--- config.mk ---
export PLATFORM = sky130hd
export DESIGN_NAME = fetch_queue
export DESIGN_NICKNAME = d
export VERILOG_FILES = /design/src/rtl/fetch_queue.sv
export SDC_FILE = /design/constraint.sdc
export NUM_CORES = 1
export LEC_CHECK = 0
export CORE_MARGIN = 1
export CORE_UTILIZATION = 55
export DETAILED_ROUTE_END_ITERATION = 8
export GPL_TIMING_DRIVEN = 0
export MAX_ROUTING_LAYER = met4
export PLACE_DENSITY = 0.89
export SLEW_MARGIN = 40
export SYNTH_ARGS = -nofsm -noshare
export SYNTH_HDL_FRONTEND = slang
export SYNTH_SLANG_ARGS = --single-unit
--- constraint.sdc ---
create_clock -name clk -period 6.3 [get_ports clk]
set_input_delay 0.945 -clock clk [delete_from_list [all_inputs] [get_ports clk]]
set_output_delay 0.945 -clock clk [all_outputs]
set_load 0.05 [all_outputs]
--- src/rtl/fetch_queue.sv ---
// -----------------------------------------------------------------------------
// fetch_queue
//
// Instruction prefetch queue sitting between a variable-latency instruction
// memory and the fetch/decode pipeline register. It issues sequential 16-bit
// instruction reads (at most one outstanding) and buffers up to DEPTH fetched
// words together with their incremented PCs. The oldest entry is presented to
// decode. A redirect (branch/jump/exception) empties the queue, restarts
// fetch at redirect_pc and turns any in-flight read into a squashed one whose
// data is discarded when it finally returns.
//
// Parameters
//   DEPTH        queue entries, power of two in 2..16
//   AW           PC / instruction address width
//
// Ports
//   clk          rising-edge clock
//   rst          asynchronous active-low reset
//   redirect     flush queue and restart fetch at redirect_pc
//   redirect_pc  new fetch address, sampled when redirect=1
//   halt         level; blocks issue of new memory requests
//   imem_req     memory read request, held until imem_ack
//   imem_addr    memory read address, stable while imem_req=1
//   imem_ack     one-cycle acknowledge, imem_data valid in that cycle
//   imem_data    returned instruction word
//   deq          decode consumes the head entry this cycle
//   Instruction  head instruction, NOP (16'h0800) when empty
//   PC_Inc       head entry's fetch address + 2, zero when empty
//   Valid_PC     queue is non-empty
//   occupancy    number of entries held, 0..DEPTH
// -----------------------------------------------------------------------------
module fetch_queue #(
  parameter int DEPTH = 4,
  parameter int AW    = 16
) (
  input  logic                     clk,
  input  logic                     rst,
  input  logic                     redirect,
  input  logic [AW-1:0]            redirect_pc,
  input  logic                     halt,
  output logic                     imem_req,
  output logic [AW-1:0]            imem_addr,
  input  logic                     imem_ack,
  input  logic [15:0]              imem_data,
  input  logic                     deq,
  output logic [15:0]              Instruction,
  output logic [AW-1:0]            PC_Inc,
  output logic                     Valid_PC,
  output logic [$clog2(DEPTH):0]   occupancy
);

  localparam int PW = $clog2(DEPTH);
  localparam int CW = PW + 1;

  localparam logic [CW-1:0] DEPTH_C   = CW'(DEPTH);
  localparam logic [CW-1:0] CNT_ZERO  = {CW{1'b0}};
  localparam logic [CW-1:0] CNT_ONE   = CW'(1);
  localparam logic [PW-1:0] PTR_ZERO  = {PW{1'b0}};
  localparam logic [PW-1:0] PTR_ONE   = PW'(1);
  localparam logic [AW-1:0] ADDR_ZERO = {AW{1'b0}};
  localparam logic [AW-1:0] ADDR_TWO  = AW'(2);
  localparam logic [15:0]   NOP_INSTR = 16'h0800;

  typedef enum logic [1:0] {
    ST_IDLE   = 2'd0,
    ST_WAIT   = 2'd1,
    ST_SQUASH = 2'd2
  } state_t;

  state_t          state_r;
  logic [AW-1:0]   pc_r;
  logic [AW-1:0]   req_addr_r;
  logic            req_r;

  logic [15:0]     instr_mem_r [DEPTH];
  logic [AW-1:0]   pcinc_mem_r [DEPTH];
  logic [PW-1:0]   head_r;
  logic [PW-1:0]   tail_r;
  logic [CW-1:0]   count_r;

  logic            start_s;
  logic            push_s;
  logic            pop_s;
  logic [AW-1:0]   next_pc_s;

  // Transaction decode: when a request starts, when returned data is kept
  // and when the head entry is really consumed.
  always_comb begin
    start_s   = 1'b0;
    push_s    = 1'b0;
    pop_s     = 1'b0;
    next_pc_s = req_addr_r + ADDR_TWO;   // wraps modulo 2^AW
    // A new read may only start when its slot is guaranteed free; since only
    // this read can push, checking count now reserves the slot.
    if ((state_r == ST_IDLE) && !redirect && !halt && (count_r < DEPTH_C)) begin
      start_s = 1'b1;
    end else begin
      start_s = 1'b0;
    end
    // Data returning in the same cycle as a redirect belongs to the old
    // stream and is dropped.
    if ((state_r == ST_WAIT) && imem_ack && !redirect) begin
      push_s = 1'b1;
    end else begin
      push_s = 1'b0;
    end
    if (deq && (count_r != CNT_ZERO) && !redirect) begin
      pop_s = 1'b1;
    end else begin
      pop_s = 1'b0;
    end
  end

  // Fetch control FSM: fetch pc, request address and registered request.
  always_ff @(posedge clk or negedge rst) begin
    if (!rst) begin
      state_r    <= ST_IDLE;
      pc_r       <= ADDR_ZERO;
      req_addr_r <= ADDR_ZERO;
      req_r      <= 1'b0;
    end else begin
      case (state_r)
        ST_IDLE: begin
          if (start_s) begin
            state_r    <= ST_WAIT;
            req_addr_r <= pc_r;
            req_r      <= 1'b1;
          end else begin
            state_r    <= ST_IDLE;
            req_r      <= 1'b0;
          end
        end
        ST_WAIT: begin
          if (imem_ack) begin
            // Ack together with redirect completes the read; nothing left
            // to squash, so go straight back to IDLE.
            state_r <= ST_IDLE;
            req_r   <= 1'b0;
            if (!redirect) begin
              pc_r <= next_pc_s;
            end else begin
              pc_r <= redirect_pc;
            end
          end else if (redirect) begin
            state_r <= ST_SQUASH;
            req_r   <= 1'b1;
          end else begin
            state_r <= ST_WAIT;
            req_r   <= 1'b1;
          end
        end
        ST_SQUASH: begin
          // Keep the abandoned request alive until memory answers it.
          if (imem_ack) begin
            state_r <= ST_IDLE;
            req_r   <= 1'b0;
          end else begin
            state_r <= ST_SQUASH;
            req_r   <= 1'b1;
          end
        end
        default: begin
          state_r <= ST_IDLE;
          req_r   <= 1'b0;
        end
      endcase
      if (redirect) begin
        pc_r <= redirect_pc;
      end
    end
  end

  // Queue storage: written only on a kept memory return.
  always_ff @(posedge clk) begin
    if (push_s) begin
      instr_mem_r[tail_r] <= imem_data;
      pcinc_mem_r[tail_r] <= next_pc_s;
    end
  end

  // Queue pointers and entry count; redirect empties the queue.
  always_ff @(posedge clk or negedge rst) begin
    if (!rst) begin
      head_r  <= PTR_ZERO;
      tail_r  <= PTR_ZERO;
      count_r <= CNT_ZERO;
    end else if (redirect) begin
      head_r  <= PTR_ZERO;
      tail_r  <= PTR_ZERO;
      count_r <= CNT_ZERO;
    end else begin
      if (push_s) begin
        tail_r <= tail_r + PTR_ONE;
      end
      if (pop_s) begin
        head_r <= head_r + PTR_ONE;
      end
      case ({push_s, pop_s})
        2'b10:   count_r <= count_r + CNT_ONE;
        2'b01:   count_r <= count_r - CNT_ONE;
        default: count_r <= count_r;
      endcase
    end
  end

  // Head presentation to decode; storage is only read when non-empty so
  // imem_data never reaches the outputs in the cycle it arrives.
  always_comb begin
    Valid_PC    = 1'b0;
    Instruction = NOP_INSTR;
    PC_Inc      = ADDR_ZERO;
    if (count_r != CNT_ZERO) begin
      Valid_PC    = 1'b1;
      Instruction = instr_mem_r[head_r];
      PC_Inc      = pcinc_mem_r[head_r];
    end else begin
      Valid_PC    = 1'b0;
      Instruction = NOP_INSTR;
      PC_Inc      = ADDR_ZERO;
    end
  end

  assign imem_req  = req_r;
  assign imem_addr = req_addr_r;
  assign occupancy = count_r;

endmodule

---- Word level (Yosys, flattened, before mapping) ----
Memories as Yosys holds them, arrays and structs flattened.
Cells that the tools add are included.
storage, ports and cells
  register bits after elaboration ......... 42
  word-level logic and storage cells ...... 63
  memories ................................ 2
  input port bits ......................... 38
  output and inout port bits .............. 53
  RAM bits ................................ 128
memories
  memory       words  bits a word  rd ports  clocked after memory_dff  write ports  RTL line  source
  instr_mem_r  4      16           1         0                         1            75        logic [15:0] instr_mem_r [DEPTH];
  pcinc_mem_r  4      16           1         0                         1            76        logic [AW-1:0] pcinc_mem_r [DEPTH];
cells by class
  eq/ne operators ......................... 4
  $add $sub $neg .......................... 5
  reduce and logical (&&, ||, !) cells .... 19
  multiplexer cells ....................... 25
  magnitude comparators ................... 1
operator list
  kind                                                                   count
  16-bit two-way mux                                                     5
  16-bit by 2-bit adder with 16-bit output, second input constant        1
  2-bit two-way mux                                                      7
  1-bit two-way mux                                                      9
  2-bit nonzero test                                                     4
  1-bit logical AND                                                      7
  2-bit one-hot mux with 3 select lines                                  1
  3-bit one-hot mux with 2 select lines                                  1
  3-bit nonzero test                                                     2
  2-bit by 1-bit adder with 2-bit output, second input constant          2
  2-bit by 1-bit equality test with 1-bit output, second input constant  2
  2-bit equality test, second input constant                             2
  2-bit AND reduction                                                    2
  3-bit by 1-bit adder with 3-bit output, second input constant          1
  3-bit < comparator, second input constant                              1
  3-bit two-way mux                                                      1
  3-bit by 1-bit subtractor with 3-bit output, second input constant     1
  1-bit zero test                                                        2
  2-bit zero test                                                        1
  1-bit one-hot mux with 2 select lines                                  1
  2-bit OR reduction                                                     1

---- Longest topological paths before layout ----
Gate-level depths: netlist of the first run.
  depth in word-level cells ............... 7
  gate-level depth with buffers ........... 11
  depth with buffers taken out ............ 9

---- Worst setup path after synthesis of the first run ----
Ideal clock, no wire load.
  kind .................................... flip-flop to output port
  from .................................... register count_r[1], in the netlist occupancy[1]
  to ...................................... output port Instruction[10]
  buffers on the path ..................... 1
  path slack .............................. 3279 ps
  cell stages (with the launch flop) ...... 5
  arrival time ............................ 2076 ps
  data required time ...................... 5355 ps
  cells stage by stage .................... dfrtp_1 nor3_1 inv_1 clkbuf_1 and2_1
between the ends
  longest elaborated chain between the ends .. 2
ends and longest elaborated chain
  what                      RTL line  source
  start: declaration        79        logic [CW-1:0] count_r;
  start signal: assignment  199       2'b10: count_r <= count_r + CNT_ONE;
  start signal: assignment  200       2'b01: count_r <= count_r - CNT_ONE;
  start signal: assignment  201       default: count_r <= count_r;
  3-bit nonzero test        212       if (count_r != CNT_ZERO) begin
  16-bit two-way mux        212
  end: declaration          46        output logic [15:0] Instruction,
No other way between the ends.

---- Worst setup path in the final report of the first run ----
  from .................................... register count_r[2], in the netlist occupancy[2]
  to ...................................... output port PC_Inc[3]
between the ends
  longest elaborated chain between the ends .. 2
ends and longest elaborated chain
  what                RTL line  source
  3-bit nonzero test  212
  16-bit two-way mux  212
  end: declaration    47        output logic [AW-1:0] PC_Inc,
No other way between the ends.

==> metrics.txt, run 1 <==
# TYPE chip_impl_metric gauge
chip_impl_info{name="run_status",value="completed"} 1
chip_impl_metric{name="post_cts_resized",unit=""} 0
chip_impl_metric{name="core_area",unit="um2"} 12600
chip_impl_metric{name="ys_seq_elements",unit=""} 170
chip_impl_metric{name="clkTransAtPathRegs",unit="ps"} 60
chip_impl_info{name="synth-main-ff-cell",value="sky130_fd_sc_hd__edfxtp_1"} 1
chip_impl_metric{name="io_pins",unit=""} 91
chip_impl_metric{name="initial_utilization",unit="%"} 56.3
chip_impl_metric{name="multi_input_comb_area",unit="um2"} 2040
chip_impl_info{name="clockRootBuffer",value="sky130_fd_sc_hd__clkbuf_16"} 1
chip_impl_metric{name="cts_inserted_buffers",unit=""} 17
chip_impl_metric{name="number_of_input_and_output_port_buffers_inserted",unit=""} 89
chip_impl_metric{name="fillers",unit=""} 790
chip_impl_metric{name="final_count_of_pins_violating_max_slew",unit=""} 0
chip_impl_metric{name="timing.reg2reg.setup_slack",unit="ps"} 3920
chip_impl_metric{name="grt_antenna_before_repair",unit=""} 0
chip_impl_metric{name="placer_congestion_estimate",unit=""} 0.872
chip_impl_metric{name="stdcell_count",unit=""} 716
chip_impl_metric{name="post_route_cells_drive_above_1_share",unit="%"} 16.0
chip_impl_metric{name="power_density",unit="nW/um2"} 450
chip_impl_metric{name="syn-num-nets",unit=""} 467
chip_impl_info{name="setup.worst_path.class",value="flop to output port"} 1
chip_impl_metric{name="timing.fmax",unit="MHz"} 275
chip_impl_metric{name="global_route.usage.total",unit="%"} 25.0
chip_impl_metric{name="clock_tree.htree_level_count",unit=""} 4
chip_impl_info{name="cts_tree",value="built"} 1
chip_impl_metric{name="clock_power_share",unit="%"} 25.7
chip_impl_metric{name="power.share.sequential",unit="%"} 37.5
chip_impl_metric{name="cellLeakagePower",unit="uW"} 0.00311
chip_impl_metric{name="grt_pass1_vias",unit=""} 4341
chip_impl_info{name="rsz0062_at_grt",value="no"} 1
chip_impl_metric{name="final-setup-viol-count",unit=""} 0
chip_impl_metric{name="die-width",unit="um"} 115
chip_impl_metric{name="largest_net_degree_at_the_start_of_global_routing",unit=""} 43
chip_impl_info{name="worstSetupEndpointType",value="output port"} 1
chip_impl_metric{name="placed_cells_incl_taps",unit=""} 684
chip_impl_metric{name="seq_area",unit="um2"} 4890
chip_impl_info{name="classification_of_the_worst_slack_hold_path",value="flop to flop"} 1
chip_impl_metric{name="synthesis.area_per_instance",unit="um2"} 16.9
chip_impl_metric{name="post_synth_num_cell_types",unit=""} 37
chip_impl_metric{name="antenna-diode-count",unit=""} 0
chip_impl_metric{name="detailroute.via_count",unit=""} 4173
chip_impl_metric{name="yosysSeqAreaShare",unit="%"} 69.1
chip_impl_metric{name="wl_per_cell",unit="um"} 20.9
chip_impl_metric{name="drt_first_iter_violations",unit=""} 312
chip_impl_metric{name="drv_cap",unit=""} 0
chip_impl_info{name="layout_commonest_cell",value="sky130_fd_sc_hd__edfxtp_1"} 1
chip_impl_metric{name="die-height",unit="um"} 115
chip_impl_metric{name="hpwlAfterDp",unit="um"} 10000
chip_impl_metric{name="worst_ir_drop_vdd",unit="V"} 0.000350
chip_impl_metric{name="report.final.hold_viol_count",unit=""} 0
chip_impl_metric{name="global_route_wire_length_before_repair",unit="um"} 22900
chip_impl_metric{name="asyncSetResetFlopFracSynth",unit="%"} 24.7
chip_impl_metric{name="synth_enable_flop_cells",unit=""} 128
chip_impl_info{name="worstReg2RegStart",value="state_r[1]"} 1
chip_impl_info{name="r2r-end",value="occupancy[2]"} 1
chip_impl_metric{name="dr.pass1.iters",unit=""} 5
chip_impl_metric{name="design.die.area",unit="um2"} 13300
chip_impl_metric{name="intPower",unit="uW"} 2520
chip_impl_metric{name="design.final.nets",unit=""} 579
chip_impl_metric{name="min_period",unit="ps"} 3640
chip_impl_metric{name="ys.warnings.count",unit=""} 0
chip_impl_metric{name="drt_antenna_net_count",unit=""} 0
chip_impl_metric{name="detail_route.vias_per_cell",unit=""} 5.83
chip_impl_metric{name="critPathRequiredTime",unit="ps"} 5350
chip_impl_metric{name="switchingPower",unit="uW"} 1480
chip_impl_metric{name="worst_clock_skew",unit="ps"} 7.12
chip_impl_metric{name="post_cts_buffers",unit=""} 0
chip_impl_metric{name="grt_remaining_overflow",unit=""} 0
chip_impl_metric{name="relSlewSlack",unit="%"} 46.3
chip_impl_metric{name="critPathArrivalTime",unit="ps"} 2700
chip_impl_metric{name="ctsHoldBuffers",unit=""} 0
chip_impl_metric{name="path_max_fanout",unit=""} 10
chip_impl_metric{name="timing_worst_slew_pin_value",unit="ps"} 803
chip_impl_metric{name="ctsLongestPathBuffers",unit=""} 2
chip_impl_metric{name="crit_share_post_route",unit="%"} 57.8
chip_impl_info{name="timing.critical_path.to",value="PC_Inc[3]"} 1
chip_impl_info{name="final_cell_mix",value="128 x sky130_fd_sc_hd__edfxtp_1, 88 x sky130_fd_sc_hd__clkdlybuf4s50_1, 42 x sky130_fd_sc_hd__dfrtp_1"} 1
chip_impl_metric{name="clock_latency_at_the_later_pin_of_the_worst_skew_pair",unit="ps"} 420
chip_impl_metric{name="routed_wl",unit="um"} 14900
chip_impl_metric{name="final.setup.tns",unit="ps"} 0
chip_impl_metric{name="flow.area_growth_from_synthesis",unit="%"} 25.5
chip_impl_metric{name="placementRows",unit=""} 41
chip_impl_metric{name="switching_share",unit="%"} 37.0
chip_impl_metric{name="synth_area",unit="um2"} 7080
chip_impl_metric{name="pwr-share-comb",unit="%"} 36.8
chip_impl_metric{name="post-route-drc-count",unit=""} 0
chip_impl_info{name="critical_path.startpoint",value="occupancy[2]"} 1
chip_impl_metric{name="clock_net_sink_count",unit=""} 170
chip_impl_metric{name="timing.reg2reg.worst_path_depth",unit=""} 11
chip_impl_info{name="start_kind",value="flop"} 1
chip_impl_metric{name="post_synthesis_cell_count",unit=""} 419
[logic make-up (layout without fill, tap and decap cells)]
logic type	after synthesis	count (layout)	share of synthesized area [%]
and+or+nand+nor	101	101	8.01
adders and majority gates	10	10	1.87
AOI/OAI and AO/OA	37	37	3.34
xor gates and xnor gates	18	18	2.23
DFF	170	170	69.1
muxes	52	52	13.3
buffers and inverters	31	156	2.16
[state kept, by name (all words and copies together) (netlist names)]
signal	cells
head_r	2
imem_addr	16
imem_req	1
instr_mem_r	64
occupancy	3
pc_r	16
pcinc_mem_r	64
state_r	2
tail_r	2
[worst max-delay path, cell delays in order, from the launching register on]
cell                              delay [ps]
sky130_fd_sc_hd__dfrtp_1                 510
sky130_fd_sc_hd__nor3_1                  130
sky130_fd_sc_hd__inv_1                   210
sky130_fd_sc_hd__clkbuf_1                350
sky130_fd_sc_hd__and2_1                  260
sky130_fd_sc_hd__clkdlybuf4s50_1         820
[routing by layer]
metal  part of all wire [%]  track usage, %
met5                      0               -
met2                     52            41.0
met3                    6.9            5.91
met1                     40            31.3
met4                   0.98            7.36
[cell type report]
| cell class | count | share of cell area, % |
|---|---|---|
| buffer | 22 | 1.34 |
| clock buffer | 19 | 4.87 |
| clock inverter | 13 | 1.70 |
| inverter | 9 | 0.380 |
| multi-input combinational | 218 | 22.9 |
| sequential | 170 | 55.1 |
| tap | 172 | 2.42 |
| timing repair buffer | 93 | 11.2 |
[power groups by stage]
stage	registers [uW]	clock network, uW	logic [uW]
6_report	1500	1030	1470
5_1_grt	1510	1090	1550
4_1_cts	1490	1040	1480
3_5_place_dp	1510	0	1470
3_3_place_gp	1510	0	1430
2_1_floorplan	1670	0	805
[per-stage QoR]
stage	power [uW]	util, %	area [um2]	setup slack [ps]	hold WS (ps)
finish	4000	70.7	8880	2660	489
global route	4140	70.7	8880	2470	518
CTS	4010	70.7	8880	2600	484
detailed placement	2980	66.0	8300	3070	470
global placement	2930	65.1	8190	2460	467
floorplan	2470	-	7080	3280	455
[worst min path at each step]
| stage | cells after the start | slack (ps) | from | to |
|---|---|---|---|---|
| 6_report | 2 | 490 | pc_r[1] | imem_addr[1] |
| 5_1_grt | 1 | 520 | pc_r[8] | imem_addr[8] |
| 4_1_cts | 2 | 480 | pc_r[1] | imem_addr[1] |
| 3_5_place_dp | 2 | 470 | pc_r[1] | imem_addr[1] |
| 3_3_place_gp | 1 | 470 | pc_r[4] | imem_addr[4] |
| 2_1_floorplan | 2 | 450 | pc_r[5] | imem_addr[5] |
[Yosys cell counts, types with 4 or more instances]
master                      instances  area share [%]
sky130_fd_sc_hd__o21ai_1            9            0.64
sky130_fd_sc_hd__inv_1              9            0.48
sky130_fd_sc_hd__nor3_1             4            0.28
sky130_fd_sc_hd__nand2_1           19             1.0
sky130_fd_sc_hd__o21ai_0            4            0.28
sky130_fd_sc_hd__ha_1               9             1.6
sky130_fd_sc_hd__nand3_1            6            0.42
sky130_fd_sc_hd__clkbuf_1          10            0.53
sky130_fd_sc_hd__edfxtp_1         128              54
sky130_fd_sc_hd__mux2i_1            6            0.85
sky130_fd_sc_hd__a21oi_1           11            0.78
sky130_fd_sc_hd__mux4_2            32              10
sky130_fd_sc_hd__and2_1            32             2.8
sky130_fd_sc_hd__mux2_1            14             2.2
sky130_fd_sc_hd__nand4_1            5            0.44
sky130_fd_sc_hd__xnor2_1           10             1.2
sky130_fd_sc_hd__buf_2              8            0.57
sky130_fd_sc_hd__dfrtp_1           42              15
sky130_fd_sc_hd__and3_1             7            0.62
sky130_fd_sc_hd__o2bb2ai_1          7            0.87
sky130_fd_sc_hd__nor2_1            19             1.0
sky130_fd_sc_hd__xor2_1             8            0.99
Power figures use the tool's default switching activity.
==> inputs of run 2 (changes only) <==
--- a/config.mk
+++ b/config.mk
@@ -6,11 +6,11 @@
 export NUM_CORES = 1
 export LEC_CHECK = 0
 export CORE_MARGIN = 1
-export CORE_UTILIZATION = 55
+export CORE_UTILIZATION = 50
 export DETAILED_ROUTE_END_ITERATION = 8
 export GPL_TIMING_DRIVEN = 0
 export MAX_ROUTING_LAYER = met4
-export PLACE_DENSITY = 0.89
+export PLACE_DENSITY = 0.86
 export SLEW_MARGIN = 40
 export SYNTH_ARGS = -nofsm -noshare
 export SYNTH_HDL_FRONTEND = slang
==> constraint.sdc (replaced) <==
create_clock -name clk -period 3.21 [get_ports clk]
set_input_delay 0.4815 -clock clk [delete_from_list [all_inputs] [get_ports clk]]
set_output_delay 0.4815 -clock clk [all_outputs]
set_load 0.05 [all_outputs]
==> metrics.txt, run 2 (synthesis gave the netlist of run 1 again) <==
# TYPE chip_impl_metric gauge
chip_impl_metric{name="detailroute.via_count",unit=""} 4054
chip_impl_metric{name="grt_remaining_overflow",unit=""} 0
chip_impl_info{name="classification_of_the_worst_slack_hold_path",value="input pin to async pin"} 1
chip_impl_metric{name="grt_pass1_vias",unit=""} 4336
chip_impl_metric{name="critPathRequiredTime",unit="ps"} 2730
chip_impl_info{name="slowest_cell_on_the_critical_path",value="sky130_fd_sc_hd__clkdlybuf4s50_1"} 1
chip_impl_metric{name="multi_input_comb_area",unit="um2"} 2040
chip_impl_metric{name="cts_inserted_buffers",unit=""} 17
chip_impl_metric{name="number_of_input_and_output_port_buffers_inserted",unit=""} 89
chip_impl_info{name="largestRegisters",value="instr_mem_r: 64 flops, pcinc_mem_r: 64 flops"} 1
chip_impl_metric{name="critPathArrivalTime",unit="ps"} 2590
chip_impl_metric{name="timing.reg2reg.setup_slack",unit="ps"} 810
chip_impl_metric{name="global_route.usage.total",unit="%"} 21.6
chip_impl_metric{name="report.final.hold_viol_count",unit=""} 0
chip_impl_metric{name="clock_net_sink_count",unit=""} 170
chip_impl_metric{name="timing.reg2reg.worst_path_depth",unit=""} 10
chip_impl_metric{name="detail_route.vias_per_cell",unit=""} 5.60
chip_impl_info{name="worst_path_dominant_cell_family",value="buffers and inverters"} 1
chip_impl_metric{name="design.die.area",unit="um2"} 14600
chip_impl_info{name="start_kind",value="flop"} 1
chip_impl_metric{name="clock_tree.htree_level_count",unit=""} 4
chip_impl_info{name="r2r-end",value="occupancy[2]"} 1
chip_impl_metric{name="die-height",unit="um"} 121
chip_impl_metric{name="wl_per_cell",unit="um"} 19.7
chip_impl_metric{name="drt_antenna_net_count",unit=""} 0
chip_impl_metric{name="finish.utilization",unit="%"} 64.6
chip_impl_metric{name="post_route_cells_drive_above_1_share",unit="%"} 16.4
chip_impl_metric{name="post-route-drc-count",unit=""} 0
chip_impl_metric{name="ctsLongestPathBuffers",unit=""} 2
chip_impl_info{name="worstReg2RegStart",value="state_r[1]"} 1
chip_impl_metric{name="critical_path_buf_inv_count",unit=""} 3
chip_impl_info{name="run_status",value="completed"} 1
chip_impl_metric{name="final-setup-viol-count",unit=""} 0
chip_impl_info{name="final_cell_mix",value="128 x sky130_fd_sc_hd__edfxtp_1, 70 x sky130_fd_sc_hd__clkdlybuf4s50_1, 42 x sky130_fd_sc_hd__dfrtp_1"} 1
chip_impl_metric{name="final_count_of_pins_violating_max_slew",unit=""} 0
chip_impl_info{name="clockRootBuffer",value="sky130_fd_sc_hd__clkbuf_16"} 1
chip_impl_metric{name="dr.pass1.iters",unit=""} 4
chip_impl_info{name="worstSetupEndpointType",value="output port"} 1
chip_impl_metric{name="detailed_place.area",unit="um2"} 8310
chip_impl_metric{name="timing_worst_slew_pin_value",unit="ps"} 797
chip_impl_metric{name="grt_antenna_before_repair",unit=""} 0
chip_impl_metric{name="fillers",unit=""} 911
chip_impl_metric{name="slowest_delay",unit="ps"} 690
chip_impl_info{name="layout_commonest_cell",value="sky130_fd_sc_hd__edfxtp_1"} 1
chip_impl_metric{name="stdcell_area",unit="um2"} 8940
chip_impl_metric{name="largest_net_degree_at_the_start_of_global_routing",unit=""} 43
chip_impl_metric{name="post_cts_buffers",unit=""} 0
chip_impl_metric{name="routed_wl",unit="um"} 14200
chip_impl_metric{name="post_cts_resized",unit=""} 0
chip_impl_metric{name="clkTransAtPathRegs",unit="ps"} 60
chip_impl_metric{name="relSlewSlack",unit="%"} 46.6
chip_impl_metric{name="io_pins",unit=""} 91
chip_impl_metric{name="core_area",unit="um2"} 13800
chip_impl_info{name="cts_tree",value="built"} 1
chip_impl_metric{name="clock_latency_at_the_later_pin_of_the_worst_skew_pair",unit="ps"} 420
chip_impl_metric{name="min_period",unit="ps"} 3070
chip_impl_metric{name="timing.fmax",unit="MHz"} 326
chip_impl_metric{name="critical_path_cell_count",unit=""} 5
chip_impl_metric{name="seq_area",unit="um2"} 4890
chip_impl_metric{name="worst_ir_drop_vdd",unit="V"} 0.000695
chip_impl_metric{name="worst_clock_skew",unit="ps"} 13.2
chip_impl_info{name="setup.worst_path.class",value="flop to output port"} 1
chip_impl_metric{name="design.final.nets",unit=""} 579
chip_impl_info{name="worstPathCellList",value="buf_2, buf_6, mux4_2, and2_1, clkdlybuf4s50_1"} 1
chip_impl_metric{name="die-width",unit="um"} 121
chip_impl_metric{name="initial_utilization",unit="%"} 51.2
chip_impl_metric{name="antenna-diode-count",unit=""} 0
chip_impl_metric{name="drv_cap",unit=""} 0
chip_impl_metric{name="placer_congestion_estimate",unit=""} 0.902
chip_impl_metric{name="global_route_wire_length_before_repair",unit="um"} 22300
chip_impl_metric{name="drt_first_iter_violations",unit=""} 339
chip_impl_metric{name="crit_share_post_route",unit="%"} 95.6
chip_impl_info{name="timing.critical_path.to",value="Instruction[7]"} 1
chip_impl_metric{name="power_density",unit="nW/um2"} 875
chip_impl_metric{name="cellLeakagePower",unit="uW"} 0.00342
chip_impl_info{name="critical_path.startpoint",value="head_r[0]"} 1
chip_impl_metric{name="ctsHoldBuffers",unit=""} 0
chip_impl_metric{name="path_max_fanout",unit=""} 10
chip_impl_metric{name="placementRows",unit=""} 43
chip_impl_metric{name="hpwlAfterDp",unit="um"} 9410
chip_impl_metric{name="flow.area_growth_from_synthesis",unit="%"} 26.3
chip_impl_metric{name="fin_hold_ws",unit="ps"} 47.1
[run 2: cell type report]
type / count / share of cell area [%]
buffer: 22 / 1.36
clock buffer: 19 / 4.84
clock inverter: 13 / 1.68
inverter: 9 / 0.378
multi-input combinational: 218 / 22.8
sequential: 170 / 54.8
tap: 180 / 2.52
timing repair buffer: 93 / 11.7
[run 2: worst min path at each step]
stage | from | endpoint | slack (ps) | cells past startpoint
after floorplan | rst | head_r[0] | 190 | 0
after global placement | pc_r[4] | imem_addr[4] | 470 | 1
after detailed placement | pc_r[3] | imem_addr[3] | 480 | 1
after CTS | rst | pc_r[12] | 50 | 1
after global routing | rst | pc_r[7] | 80 | 1
final | rst | imem_addr[11] | 50 | 1
[run 2: metrics by stage]
stage	total power, uW	setup slack (ps)	TNS, ps	cells
global placement	5760	-147	-17320	688
global route	8120	-0.269	-0.269	724
detailed placement	5840	505	0	692
CTS	7870	36.4	0	724
finish	7820	143	0	724
floorplan	4850	652	0	419
[run 2: where the power goes]
part	switching [uW]	internal (uW)
Sequential	251	2690
Clock	801	1210
Combinational	1830	1040
[run 2: metal layers]
layer / wire, um / GRT usage, %
met1: 6060 / 27.4
met2: 7220 / 33.3
met3: 792 / 4.42
met4: 148 / 10.7
met5: 0 / -
[run 2: worst register-to-register path, stage by stage, from the launching register on]
cell                       delay (ps)
sky130_fd_sc_hd__dfrtp_1          400
sky130_fd_sc_hd__inv_1             90
sky130_fd_sc_hd__ha_1             210
sky130_fd_sc_hd__and2_1           140
sky130_fd_sc_hd__buf_2            190
sky130_fd_sc_hd__buf_2            260
sky130_fd_sc_hd__nor3_1            90
sky130_fd_sc_hd__fa_1             460
sky130_fd_sc_hd__nand3_1          110
sky130_fd_sc_hd__o21ai_1           80
sky130_fd_sc_hd__o2111a_1         240
